`src/rtl/dm_port_arbiter.sv`:
```
// rtl/dm_port_arbiter.sv - data memory port arbiter between CPU MEM stage and DMA requester
// CPU has priority; a starvation counter forces DMA slots and dma_lock holds the port for bursts.
module dm_port_arbiter #(
  parameter int ADDR_W       = 32,
  parameter int DATA_W       = 32,
  parameter int STARVE_LIMIT = 4
) (
  input  logic              clk,
  input  logic              rst,
  input  logic              cpu_req,
  input  logic              cpu_we,
  input  logic [ADDR_W-1:0] cpu_addr,
  input  logic [DATA_W-1:0] cpu_wdata,
  output logic [DATA_W-1:0] cpu_rdata,
  output logic              cpu_stall,
  input  logic              dma_valid,
  input  logic              dma_we,
  input  logic              dma_lock,
  input  logic [ADDR_W-1:0] dma_addr,
  input  logic [DATA_W-1:0] dma_wdata,
  output logic              dma_ready,
  output logic [DATA_W-1:0] dma_rdata,
  output logic              dma_rvalid,
  output logic [ADDR_W-1:0] mem_addr,
  output logic [DATA_W-1:0] mem_wdata,
  output logic              mem_we,
  input  logic [DATA_W-1:0] mem_rdata,
  output logic              owner_dma
);

  localparam int CNT_W = $clog2(STARVE_LIMIT + 1);
  localparam logic [CNT_W-1:0] CNT_MAX = CNT_W'(STARVE_LIMIT);

  localparam logic [0:0] ST_ARB  = 1'b0;
  localparam logic [0:0] ST_HOLD = 1'b1;

  logic [0:0]       state;
  logic [CNT_W-1:0] starve_cnt;
  logic             dma_win;

  always_comb begin
    dma_win = 1'b0;
    if (state == ST_HOLD) begin
      dma_win = 1'b1;
    end else begin
      dma_win = dma_valid && (!cpu_req || (starve_cnt == CNT_MAX));
    end
  end

  // Reset overrides ownership so nothing reaches DM while rst is high.
  assign owner_dma = !rst && dma_win;
  assign dma_ready = owner_dma && dma_valid;
  assign cpu_stall = cpu_req && owner_dma;

  assign mem_addr  = owner_dma ? dma_addr  : cpu_addr;
  assign mem_wdata = owner_dma ? dma_wdata : cpu_wdata;
  assign mem_we    = !rst && (owner_dma ? (dma_valid && dma_we) : (cpu_req && cpu_we));
  assign cpu_rdata = mem_rdata;

  always_ff @(posedge clk) begin
    if (rst) begin
      state      <= ST_ARB;
      starve_cnt <= '0;
      dma_rvalid <= 1'b0;
      dma_rdata  <= '0;
    end else begin
      case (state)
        ST_ARB:  if (dma_ready && dma_lock)  state <= ST_HOLD;
        ST_HOLD: if (dma_ready && !dma_lock) state <= ST_ARB;
        default: state <= ST_ARB;
      endcase

      if (state == ST_ARB) begin
        if (dma_ready || !dma_valid) begin
          starve_cnt <= '0;
        end else if (cpu_req && (starve_cnt != CNT_MAX)) begin
          starve_cnt <= starve_cnt + CNT_W'(1);
        end
      end

      if (dma_ready && !dma_we) begin
        dma_rdata  <= mem_rdata;
        dma_rvalid <= 1'b1;
      end else begin
        dma_rvalid <= 1'b0;
      end
    end
  end

endmodule
```
`config.mk`:
```
export PLATFORM = sky130hd
export DESIGN_NAME = dm_port_arbiter
export DESIGN_NICKNAME = d
export VERILOG_FILES = /design/src/rtl/dm_port_arbiter.sv
export SDC_FILE = /design/constraint.sdc
export NUM_CORES = 1
export LEC_CHECK = 0
export ABC_AREA = 1
export CELL_PAD_IN_SITES_DETAIL_PLACEMENT = 1
export CELL_PAD_IN_SITES_GLOBAL_PLACEMENT = 2
export CORE_ASPECT_RATIO = 0.5
export CORE_MARGIN = 10
export CORE_UTILIZATION = 11
export DETAILED_ROUTE_END_ITERATION = 10
export PLACE_DENSITY_LB_ADDON = 0.15
export SYNTH_ARGS = -nofsm -noshare
export SYNTH_HDL_FRONTEND = slang
export SYNTH_SLANG_ARGS = --single-unit
```
`constraint.sdc`:
```
create_clock -name clk -period 1.8 [get_ports clk]
set_clock_uncertainty 0.05 [all_clocks]
set_input_delay 0.18 -clock clk [delete_from_list [all_inputs] [get_ports clk]]
set_output_delay 0.18 -clock clk [all_outputs]
set_load 0.02 [all_outputs]
```
After elaboration in Yosys (flattened, before gate mapping):

Cells that the tools add are included.

* output and inout port bits: 133
* register bits after elaboration: 37
* input port bits: 167
* logic and storage cells: 38

* add/sub/neg operators: 1
* multiplexer cells: 10
* reductions and logical operators: 20
* bitwise operators: 1
* eq/ne operators: 2

Operators by type and width (count)
* two-way mux 32 bit: 2
* logical AND 1 bit: 11
* two-way mux 3 bit: 2
* logical NOT 1 bit: 5
* two-way mux 1 bit: 5
* adder 3 x 1 -> 3 bit (second input constant): 1
* == test 3 bit (second input constant): 1
* != test 3 bit (second input constant): 1
* logical OR 1 bit: 2
* one-hot mux 1 bit (2 select lines): 1
* AND reduction 2 bit: 1
* nonzero test 2 bit: 1
* inverter 1 bit: 1

Depth between registers and ports, before layout:

* depth after elaboration: 9
* mapped depth: 12
* gate-level depth less buffers: 11

Worst setup path before layout:

OpenSTA, ideal clock, no wires.

* path kind: reg-to-output
* start: register starve_cnt[0]
* end: output mem_we
* buffers on the path: 1
* data required time: 1.570 ns
* arrival time: 1.522 ns
* cell stages (with the launch flop): 11
* setup slack: 0.048 ns
* cell sequence: dfxtp_1 > inv_1 > ha_1 > nand2_1 > nand2_1 > nand2_1 > nand2_2 > nand2_2 > buf_2 > nand3_1 > a21oi_1

* cells in the longest elaborated chain, start to end: 7

Ends and longest elaborated chain
* start: declaration: RTL line 38 `logic [CNT_W-1:0] starve_cnt;`
* start signal: assignment: RTL line 77 `starve_cnt <= starve_cnt + CNT_W'(1);`
* == test 3 bit: RTL line 46 `dma_win = dma_valid && (!cpu_req || (starve_cnt == CNT_MAX));`
* logical OR 1 bit: RTL line 46
* logical AND 1 bit: RTL line 46
* two-way mux 1 bit: RTL line 43 `if (state == ST_HOLD) begin`
* logical AND 1 bit: RTL line 51 `assign owner_dma = !rst && dma_win;`
* two-way mux 1 bit: RTL line 57 `assign mem_we = !rst && (owner_dma ? (dma_valid && dma_we) : (cpu_req && cpu_we));`
* logical AND 1 bit: RTL line 57
* end: declaration: RTL line 26 `output logic mem_we,`

Every way passes these cells.

Worst setup path after layout:

* start: register starve_cnt[0]
* end: output mem_wdata[28]

* cells in the longest elaborated chain, start to end: 6

Ends and longest elaborated chain
* == test 3 bit: RTL line 46
* logical OR 1 bit: RTL line 46
* logical AND 1 bit: RTL line 46
* two-way mux 1 bit: RTL line 43
* logical AND 1 bit: RTL line 51
* two-way mux 32 bit: RTL line 56 `assign mem_wdata = owner_dma ? dma_wdata : cpu_wdata;`
* end: declaration: RTL line 25 `output logic [DATA_W-1:0] mem_wdata,`

Every way passes these cells.

==> results.py <==
metrics = {
    "die": {
        "ios": 300,
        "core_mm2": 0.0239,
        "die_area_mm2": 0.0313,
        "fp-row-count": 40,
        "initial_core_util_pct": 11.2,
        "fp.dieH_um": 130,
        "die_w_um": 240,
    },
    "placed_design": {
        "gp_congestion": 0.770,
        "dp_hpwl_mm": 15.2,
        "port_buffers": 299,
    },
    "global_route": {
        "grt_max_degree": 66,
        "antenna_found_initial": 3,
        "overflow": 0,
        "grt_pass1_vias": 3956,
        "grt_pass1_wl_mm": 26.8,
        "grt_usage_pct": 11.5,
    },
    "worst_setup_path": {
        "crit_path_max_incr_delay_ns": 0.33,
        "reg2reg_from": "starve_cnt[0]$_SDFFE_PP0P_",
        "worstPathArrival_ns": 1.80,
        "endpoint_kind": "output pin",
        "path_class": "flip-flop to output pin",
        "worstRegToRegCells": 12,
        "start_kind": "flip-flop",
        "crit_chain": "inv_2 > ha_4 > nand2_2 > nand2_1 > nand2_1 > nand2_2 > nand2_4 > inv_8 > buf_12 > buf_16 > nand2_1 > nand2_2 > buf_6",
        "rrSetupSlack_ns": 0.16,
        "critPathMaxFanout": 6,
        "critPathSlowestCell": "dfxtp_2",
        "r2r-end": "dma_rdata[27]$_SDFFE_PP0P_",
        "required_ns": 1.57,
    },
    "logic_synthesis": {
        "synth_cell_type_count": 16,
        "synth.area.top_cells": "nand2_1 38%, dfxtp_1 28%, nor2_1 9.4%",
        "synthCells": 489,
        "synth_area_mm2": 0.00267,
        "yosysTopAreaCellShare_pct": 38.0,
        "ys_ff_latch": 37,
        "yosys.area.top_type": "nand2_1",
        "syn-num-nets": 658,
        "ys_seq_area_share_pct": 27.8,
        "yosysWarnings": 0,
        "avgSynthCellArea_um2": 5.46,
    },
    "power_and_ir_drop": {
        "ir_worst_vdd_uv": 302,
        "p_leak_nw": 3.19,
        "powerDensity_mw_per_mm2": 554,
        "clockPowerShare_pct": 31.4,
        "p_int_mw": 2.56,
        "power_switching_mw": 1.16,
        "seqPwrFrac_pct": 23.2,
        "sw_frac_of_total_pct": 31.2,
        "combPwrFrac_pct": 45.4,
    },
    "clock_network": {
        "root_buffer": "clkbuf_16",
        "clock-sinks": 37,
        "cts_hold_buf": 0,
        "cts_buffer_depth": 2,
        "h-tree-depth": 2,
        "numCtsBuffers": 5,
        "clk_pin_slew_ns": 0.06,
        "tritoncts": "yes",
        "clk-insertion-delay-late_ns": 0.28,
    },
    "sta": {
        "rsz0062_at_grt": "yes",
        "slew_viol_final": 0,
        "timing.final.ws_setup_ns": -0.226,
        "worstMarginPinSlew_ns": 0.306,
        "hold_violations": 0,
        "whs_ns": 0.421,
        "fmax_mhz": 494,
        "maxSlewHeadroom_pct": 79.6,
        "final.period_utilization_pct": 113,
        "finalCriticalPeriod_ns": 2.03,
        "setup_viol": 67,
    },
    "detailed_routing": {
        "ant_nets": 0,
        "drc": 0,
        "wl_per_cell_um": 17.6,
        "drt_wl_total_mm": 19.1,
        "drt_iter0_drc": 116,
        "drtPass1Iterations": 4,
        "via_count": 3828,
        "avgViaCountPerCell": 3.52,
    },
    "status": {
        "violations": "setup timing",
        "status": "complete, but fails checks",
    },
    "cells_and_area": {
        "drive_gt1_share_pct": 22.6,
        "fin_nets": 937,
        "syn_to_final_growth_pct": 152,
        "finish.utilization_pct": 28.1,
        "mostFrequentLayoutCell": "clkdlybuf4s50_1",
        "n_fill_cell": 2864,
        "final_cell_mix": "231 x clkdlybuf4s50_1, 214 x nand2_1, 66 x nor2_1",
    },
    "min_path": {
        "hold_path_depth": 3,
        "hp-start": "dma_lock",
        "hold_class": "input port to flip-flop",
    },
    "flow_run": {
        "max-cap-violations": 0,
    },
}
[layer usage]
metal	track usage [%]	up-vias	part of all wire, %
met1	12.7	1754	40
li1	-	1958	-
met3	3.47	9	7.7
met5	0	-	0
met2	21.6	107	52
met4	2.03	0	0.72
[stage by stage]
stage / setup slack [ns] / std cells / total power, mW / TNS [ns] / instance area [um2]
after floorplan: 0.0482 / 489 / 1.47 / 0 / 2670
after global placement: -0.524 / 1067 / 2.36 / -31.21 / 5880
after detailed placement: -0.522 / 1067 / 2.36 / -31.08 / 5880
after CTS: -0.240 / 1085 / 3.79 / -11.41 / 6600
after global routing: -0.340 / 1084 / 3.93 / -17.19 / 6710
final: -0.226 / 1087 / 3.72 / -9.97 / 6720
[registers in the layout, indices dropped and copies added (netlist names), named ones only]
register and cells:
dma_rvalid 1, starve_cnt 3, dma_rdata 32
[power by group through the flow]
stage | Sequential, mW | Combinational, mW | Clock (mW)
detailed placement | 0.880 | 1.48 | 0
floorplan | 0.910 | 0.561 | 0
finish | 0.863 | 1.69 | 1.17
global route | 0.866 | 1.81 | 1.26
global placement | 0.879 | 1.48 | 0
CTS | 0.863 | 1.69 | 1.24
[synthesized netlist by cell type, drive strengths merged]
cell type / number
o21ai: 1
nand3: 4
nand2: 272
dfxtp: 37
nand4: 2
buf: 48
clkbuf: 9
inv: 44
ha: 2
a21oi: 3
nor2: 67
[cell type report]
| type | count | area [um2] | area share (%) |
|---|---|---|---|
| Timing Repair Buffer | 329 | 3570 | 53.2 |
| Clock buffer | 5 | 125 | 1.86 |
| Inverter | 44 | 173 | 2.57 |
| Sequential cell | 37 | 743 | 11.1 |
| Multi-Input combinational cell | 351 | 1630 | 24.3 |
| Clock inverter | 3 | 65.1 | 0.969 |
| Tap cell | 315 | 394 | 5.87 |
| Antenna cell | 3 | 7.51 | 0.112 |
[how the worst max path moves through the flow]
stage | from | to | cells after the start
global route | starve_cnt[0]$_SDFFE_PP0P_ | mem_addr[13] | 12
global placement | cpu_req | mem_addr[19] | 9
finish | starve_cnt[0]$_SDFFE_PP0P_ | mem_wdata[28] | 13
floorplan | starve_cnt[0]$_SDFFE_PP0P_ | mem_we | 10
CTS | starve_cnt[0]$_SDFFE_PP0P_ | mem_wdata[28] | 13
detailed placement | cpu_req | mem_addr[19] | 9
[what timing repair did]
action,CTS,global route
buffers inserted,4,1
endpoints found under the setup margin,68,102
gates resized for setup,398,36
cloned,6,0
hold endpoints to repair,0,0
pin swaps,18,5
[critical path, delay by kind of cell, from the launching register on]
family	cells	cell delay [ns]
adder cells (fa/ha/maj)	1	0.15
buffers and inverters	5	0.54
flip-flops	1	0.33
AND/OR/NAND/NOR	7	0.50
[logic make-up after synthesis]
family,after synthesis,share of synthesized area (%)
and+or+nand+nor,345,49.3
DFF,37,27.8
AOI/OAI and AO/OA,4,0.750
buffers and inverters,101,21.2
adders and majority gates,2,0.938
(Power assumes the default switching activity.)
